### src/rtl/cgra_read_arbiter.sv
// Round-robin arbiter folding NUM_REQ read requesters onto one AXI-Lite read port.
// Grant order is remembered in an in-order FIFO so R beats are routed back to their requester.
module cgra_read_arbiter #(
   parameter int NUM_REQ     = 5,
   parameter int ADDR_WIDTH  = 32,
   parameter int DATA_WIDTH  = 32,
   parameter int OUTST_DEPTH = 4
) (
   input  logic                          clk_i,
   input  logic                          rst_i,
   input  logic [NUM_REQ*ADDR_WIDTH-1:0] req_addr_i,
   input  logic [NUM_REQ-1:0]            req_valid_i,
   output logic [NUM_REQ-1:0]            req_ready_o,
   output logic [DATA_WIDTH-1:0]         rsp_data_o,
   output logic                          rsp_err_o,
   output logic [NUM_REQ-1:0]            rsp_valid_o,
   input  logic [NUM_REQ-1:0]            rsp_ready_i,
   output logic [ADDR_WIDTH-1:0]         ar_addr_o,
   output logic                          ar_valid_o,
   input  logic                          ar_ready_i,
   input  logic [DATA_WIDTH-1:0]         r_data_i,
   input  logic [1:0]                    r_resp_i,
   input  logic                          r_valid_i,
   output logic                          r_ready_o,
   output logic                          outst_full_o,
   output logic                          unexpected_rsp_o
);
   localparam int IDX_W = (NUM_REQ > 1) ? $clog2(NUM_REQ) : 1;
   localparam int PTR_W = $clog2(OUTST_DEPTH);
   localparam int CNT_W = PTR_W + 1;

   logic [IDX_W-1:0]      rr_ptr_q, rr_ptr_d;
   logic [PTR_W-1:0]      wr_ptr_q, wr_ptr_d, rd_ptr_q, rd_ptr_d;
   logic [CNT_W-1:0]      count_q, count_d;
   logic [ADDR_WIDTH-1:0] ar_addr_q, ar_addr_d;
   logic                  ar_valid_q, ar_valid_d;
   logic                  unexp_q, unexp_d;
   logic [IDX_W-1:0]      fifo_q [OUTST_DEPTH];

   logic                  fifo_empty, fifo_full, grant, push, pop;
   logic [IDX_W-1:0]      win_idx, head_idx;

   assign fifo_empty = (count_q == '0);
   assign fifo_full  = (count_q == CNT_W'(OUTST_DEPTH));
   // Full is judged on the registered count, so a pop this cycle never frees a slot for a push.
   assign grant      = !rst_i && (|req_valid_i) && !fifo_full && (!ar_valid_q || ar_ready_i);
   assign push       = grant;
   assign head_idx   = fifo_q[rd_ptr_q];
   assign r_ready_o  = !fifo_empty && rsp_ready_i[head_idx];
   assign pop        = r_valid_i && r_ready_o;

   always_comb begin
      logic [IDX_W:0]   sum;
      logic [IDX_W-1:0] cand;
      logic             found;
      win_idx = '0;
      found   = 1'b0;
      sum     = '0;
      cand    = '0;
      for (int i = 0; i < NUM_REQ; i++) begin
         sum = {1'b0, rr_ptr_q} + (IDX_W+1)'(i);
         if (sum >= (IDX_W+1)'(NUM_REQ)) sum = sum - (IDX_W+1)'(NUM_REQ);
         cand = sum[IDX_W-1:0];
         if (!found && req_valid_i[cand]) begin
            found   = 1'b1;
            win_idx = cand;
         end
      end
   end

   always_comb begin
      req_ready_o = '0;
      if (grant) req_ready_o[win_idx] = 1'b1;
      rsp_valid_o = '0;
      if (r_valid_i && !fifo_empty) rsp_valid_o[head_idx] = 1'b1;
   end

   always_comb begin
      rr_ptr_d   = rr_ptr_q;
      ar_addr_d  = ar_addr_q;
      ar_valid_d = ar_valid_q;
      wr_ptr_d   = wr_ptr_q;
      rd_ptr_d   = rd_ptr_q;
      count_d    = count_q;
      unexp_d    = unexp_q || (r_valid_i && fifo_empty);
      if (grant) begin
         rr_ptr_d   = (win_idx == IDX_W'(NUM_REQ-1)) ? '0 : win_idx + IDX_W'(1);
         ar_addr_d  = req_addr_i[int'(win_idx)*ADDR_WIDTH +: ADDR_WIDTH];
         ar_valid_d = 1'b1;
      end else if (ar_ready_i) begin
         ar_valid_d = 1'b0;
      end
      if (push) wr_ptr_d = wr_ptr_q + PTR_W'(1);
      if (pop)  rd_ptr_d = rd_ptr_q + PTR_W'(1);
      case ({push, pop})
         2'b10:   count_d = count_q + CNT_W'(1);
         2'b01:   count_d = count_q - CNT_W'(1);
         default: count_d = count_q;
      endcase
   end

   always_ff @(posedge clk_i or posedge rst_i) begin
      if (rst_i) begin
         rr_ptr_q   <= '0;
         ar_addr_q  <= '0;
         ar_valid_q <= 1'b0;
         wr_ptr_q   <= '0;
         rd_ptr_q   <= '0;
         count_q    <= '0;
         unexp_q    <= 1'b0;
      end else begin
         rr_ptr_q   <= rr_ptr_d;
         ar_addr_q  <= ar_addr_d;
         ar_valid_q <= ar_valid_d;
         wr_ptr_q   <= wr_ptr_d;
         rd_ptr_q   <= rd_ptr_d;
         count_q    <= count_d;
         unexp_q    <= unexp_d;
      end
   end

   // Entry storage needs no reset: only slots between the pointers are ever read.
   always_ff @(posedge clk_i) begin
      if (push) fifo_q[wr_ptr_q] <= win_idx;
   end

   assign ar_addr_o        = ar_addr_q;
   assign ar_valid_o       = ar_valid_q;
   assign rsp_data_o       = r_data_i;
   assign rsp_err_o        = (r_resp_i != 2'b00);
   assign outst_full_o     = fifo_full;
   assign unexpected_rsp_o = unexp_q;
endmodule

### config.mk
export PLATFORM = sky130hd
export DESIGN_NAME = cgra_read_arbiter
export DESIGN_NICKNAME = d
export VERILOG_FILES = /design/src/rtl/cgra_read_arbiter.sv
export SDC_FILE = /design/constraint.sdc
export NUM_CORES = 1
export LEC_CHECK = 0
export ABC_AREA = 1
export BUFFER_PORTS_ARGS = -buffer_cell sky130_fd_sc_hd__buf_2
export CAP_MARGIN = 20
export CORE_MARGIN = 2
export CORE_UTILIZATION = 45
export DETAILED_ROUTE_END_ITERATION = 10
export PLACE_DENSITY = 0.85
export SETUP_SLACK_MARGIN = 0.1
export SYNTH_ARGS = -nofsm -noshare
export SYNTH_HDL_FRONTEND = slang
export SYNTH_SLANG_ARGS = --single-unit
export TNS_END_PERCENT = 30
### constraint.sdc
create_clock -name clk_i -period 6.82 [get_ports clk_i]
set_clock_uncertainty 0.05 [all_clocks]
set_input_delay 0 -clock clk_i [delete_from_list [all_inputs] [get_ports clk_i]]
set_output_delay 0 -clock clk_i [all_outputs]
set_load 0.02 [all_outputs]
==> results.py <==
metrics = {
    "synth": {
        "synth_cell_type_count": 38,
        "ys.flop_type": "dfrtp_1",
        "ys_top_cells_by_count": "nand2_1 (395), inv_1 (140), nand4_1 (73)",
        "synth_edf_count": 12,
        "yosysTopAreaCellShare_pct": 26.91,
        "ys_warn_count": 0,
        "yosysMostFrequentCell": "nand2_1",
        "synth.area.top_cells": "nand2_1 (27%), dfrtp_1 (20%), inv_1 (9.5%), nand4_1 (8.3%), edfxtp_1 (6.5%)",
        "ys_ff_latch": 56,
        "syn-mean-instance-area_sq_um": 6.027,
        "synthCells": 914,
        "synth_top_cell_by_area": "nand2_1",
        "syn_area_sq_um": 5509,
        "synth_nets": 1137,
        "synthArstFlopShare_pct": 78.57,
        "synth_seq_area_share_pct": 26.53,
    },
    "route": {
        "ant_nets": 0,
        "vias": 6586,
        "viasPerCell": 5.113,
        "drc_errors": 4,
        "totalWireLength_mm": 18.00,
        "first_iter_violations": 597,
        "first_pass_iters": 8,
        "wl_per_cell_microns": 13.97,
    },
    "worst_setup_path": {
        "worstSetupStartpointType": "flop",
        "critPathMaxFanout": 38,
        "criticalPathCategory": "flop to flop",
        "worstSetupEndpointType": "flop",
        "cp.arrival_ns": 4.45,
        "required_ns": 7.00,
        "regToRegSetupSlack_ns": 2.55,
    },
    "floorplan": {
        "initial_core_util_pct": 46.06,
        "die_h_microns": 114.6,
        "pin_count": 287,
        "core_area_sq_um": 11960,
        "fp.dieArea_sq_um": 13140,
        "num_rows": 40,
        "die_w_microns": 114.6,
    },
    "layout": {
        "finish.utilization_pct": 60.33,
        "areaGrowthSynthToFinish_pct": 31.00,
        "instances_no_fill": 1288,
        "nFillCells": 1102,
        "stdcell_area_sq_um": 7217,
        "drive_above_1_share_pct": 23.68,
        "nNetsFinal": 1362,
    },
    "cts": {
        "cts-buffers-inserted": 5,
        "clkTransAtPathRegs_ns": 0.08,
        "ctsRootBufferMaster": "clkbuf_16",
        "clk_latency_ns": 0.30,
        "tritoncts": "yes",
        "cts_htree_levels": 2,
        "cts_max_path_buffers": 2,
        "cts_sinks": 56,
    },
    "placed_design": {
        "place_inst": 1211,
        "portBuffers": 222,
        "placed_area_sq_um": 6374,
        "dp_hpwl_mm": 11.76,
        "place_congestion": 0.9107,
    },
    "sta": {
        "rsz0062_at_grt": "false",
        "hold_viol_final": 0,
        "fin_setup_tns_ns": 0,
        "worst_pin_slew_ns": 0.8671,
        "min_period_over_period_pct": 62.59,
        "finalSetupViolations": 0,
        "fmax_ghz": 0.2343,
        "fin_crit_ns": 4.269,
        "drv_slew": 0,
        "relSlewSlack_pct": 42.06,
    },
    "global_route": {
        "globalRouteOverflowTotal": 0,
        "antenna_found_initial": 0,
        "grt_use_total_pct": 26.65,
        "grt_pass1_wl_mm": 28.23,
        "grt_max_degree": 65,
        "grt_pass1_vias": 6020,
    },
    "outcome": {
        "violations": "DRC",
        "outcome": "finished with violations",
    },
    "flow_run": {
        "drv_cap": 0,
    },
    "worst_hold_path": {
        "holdCritPathClass": "input pin to flop",
    },
}
[metrics by stage]
step | hold slack [ns] | setup slack, ns
floorplan | 0.06259 | 3.624
global placement | -0.04986 | 2.776
detailed placement | -0.04986 | 2.662
CTS | 0.01305 | 2.627
global route | 0.06052 | 2.182
finish | 0.02307 | 2.551
[cells in the final DEF (no fill, tap or decap), types with 2 or more instances in the layout]
| cell | instances |
|---|---|
| o22ai_1 | 2 |
| inv_1 | 139 |
| xor2_1 | 3 |
| o211ai_1 | 3 |
| nor3_1 | 4 |
| a21oi_1 | 6 |
| dfrtp_1 | 44 |
| nand2_1 | 395 |
| o21ai_2 | 2 |
| o21ai_1 | 7 |
| nor2_4 | 3 |
| a32oi_1 | 2 |
| edfxtp_1 | 12 |
| buf_4 | 6 |
| nand2_2 | 7 |
| inv_2 | 8 |
| o21ai_0 | 7 |
| dlygate4sd3_1 | 67 |
| nand3_2 | 8 |
| nor2_1 | 21 |
| nand3_1 | 64 |
| ha_1 | 13 |
| clkbuf_16 | 5 |
| fa_1 | 2 |
| buf_2 | 222 |
| nand4_1 | 73 |
| inv_6 | 2 |
[cells by family after synthesis]
logic type	after synthesis	synth area share, %
AND/OR/NAND/NOR	578	45.86
buffers and inverters	225	19.12
flip-flops	56	26.53
AO/OA/AOI/OAI	35	3.884
adder cells (fa/ha/maj)	15	3.679
XOR/XNOR	5	0.9314
[metal layers]
layer | vias to the layer above | part of all wire [%] | track usage, %
met1 | 2946 | 41 | 32.94
met3 | 38 | 8.7 | 5.188
met2 | 325 | 48 | 45.44
met5 | - | 0 | 0
li1 | 3277 | - | -
met4 | 0 | 2.5 | 10.98
[final cells by class]
class / count / area [sq um] / share of cell area, %
well taps: 147 / 183.9 / 2.549
inverters: 147 / 551.8 / 7.646
repair buffers: 296 / 1847 / 25.59
clock inverters: 3 / 25.02 / 0.3467
multi-input cells: 633 / 3020 / 41.85
clock buffers: 5 / 125.1 / 1.734
diodes: 1 / 2.502 / 0.03467
flip-flops and latches: 56 / 1461 / 20.25
[final timing paths]
check,from,to,depth (start not counted)
min,req_addr_i[36],ar_addr_o[4],7
max in group asynchronous,rst_i,ar_addr_o[17],4
min reg2reg,unexpected_rsp_o,unexpected_rsp_o,1
max,rr_ptr_q[0],ar_addr_o[13],24
min in group asynchronous,rst_i,ar_valid_o,3
max reg2reg,rr_ptr_q[0],ar_addr_o[13],24
[registers in the layout, summed over array words and instances, names as in the netlist]
name	flops
ar_addr_o	32
ar_valid_o	1
count_q	3
fifo_q	12
rd_ptr_q	2
rr_ptr_q	3
unexpected_rsp_o	1
wr_ptr_q	2
[worst max-delay path: stages, from the launching register on]
cell and delay, ns:
dfrtp_1 0.58, inv_2 0.25, ha_1 0.17, inv_1 0.04
fa_1 0.37, inv_1 0.08, nand2_1 0.12, nand2_1 0.12
nand2_1 0.13, nand2_1 0.08, nand3_1 0.07, nand2_1 0.08
nand2_1 0.05, nand2_1 0.13, nand4_2 0.13, nor2_1 0.19
nor2_4 0.05, nand3_2 0.57, buf_4 0.45, nand2_1 0.08
nand2_1 0.08, nand2_1 0.06, nand2_1 0.09, nand2_1 0.05
nand2_1 0.08
[what timing repair did]
action | in CTS | in global routing
endpoints found under the setup margin | 0 | 0
resized for setup | 0 | 0
hold buffers | 67 | 0
setup buffers | 0 | 0
hold endpoints to repair | 110 | 0
Power is left out: the tool's default activity adds up to more than one toggle a clock period on the data nets, which glitch-free logic cannot reach.
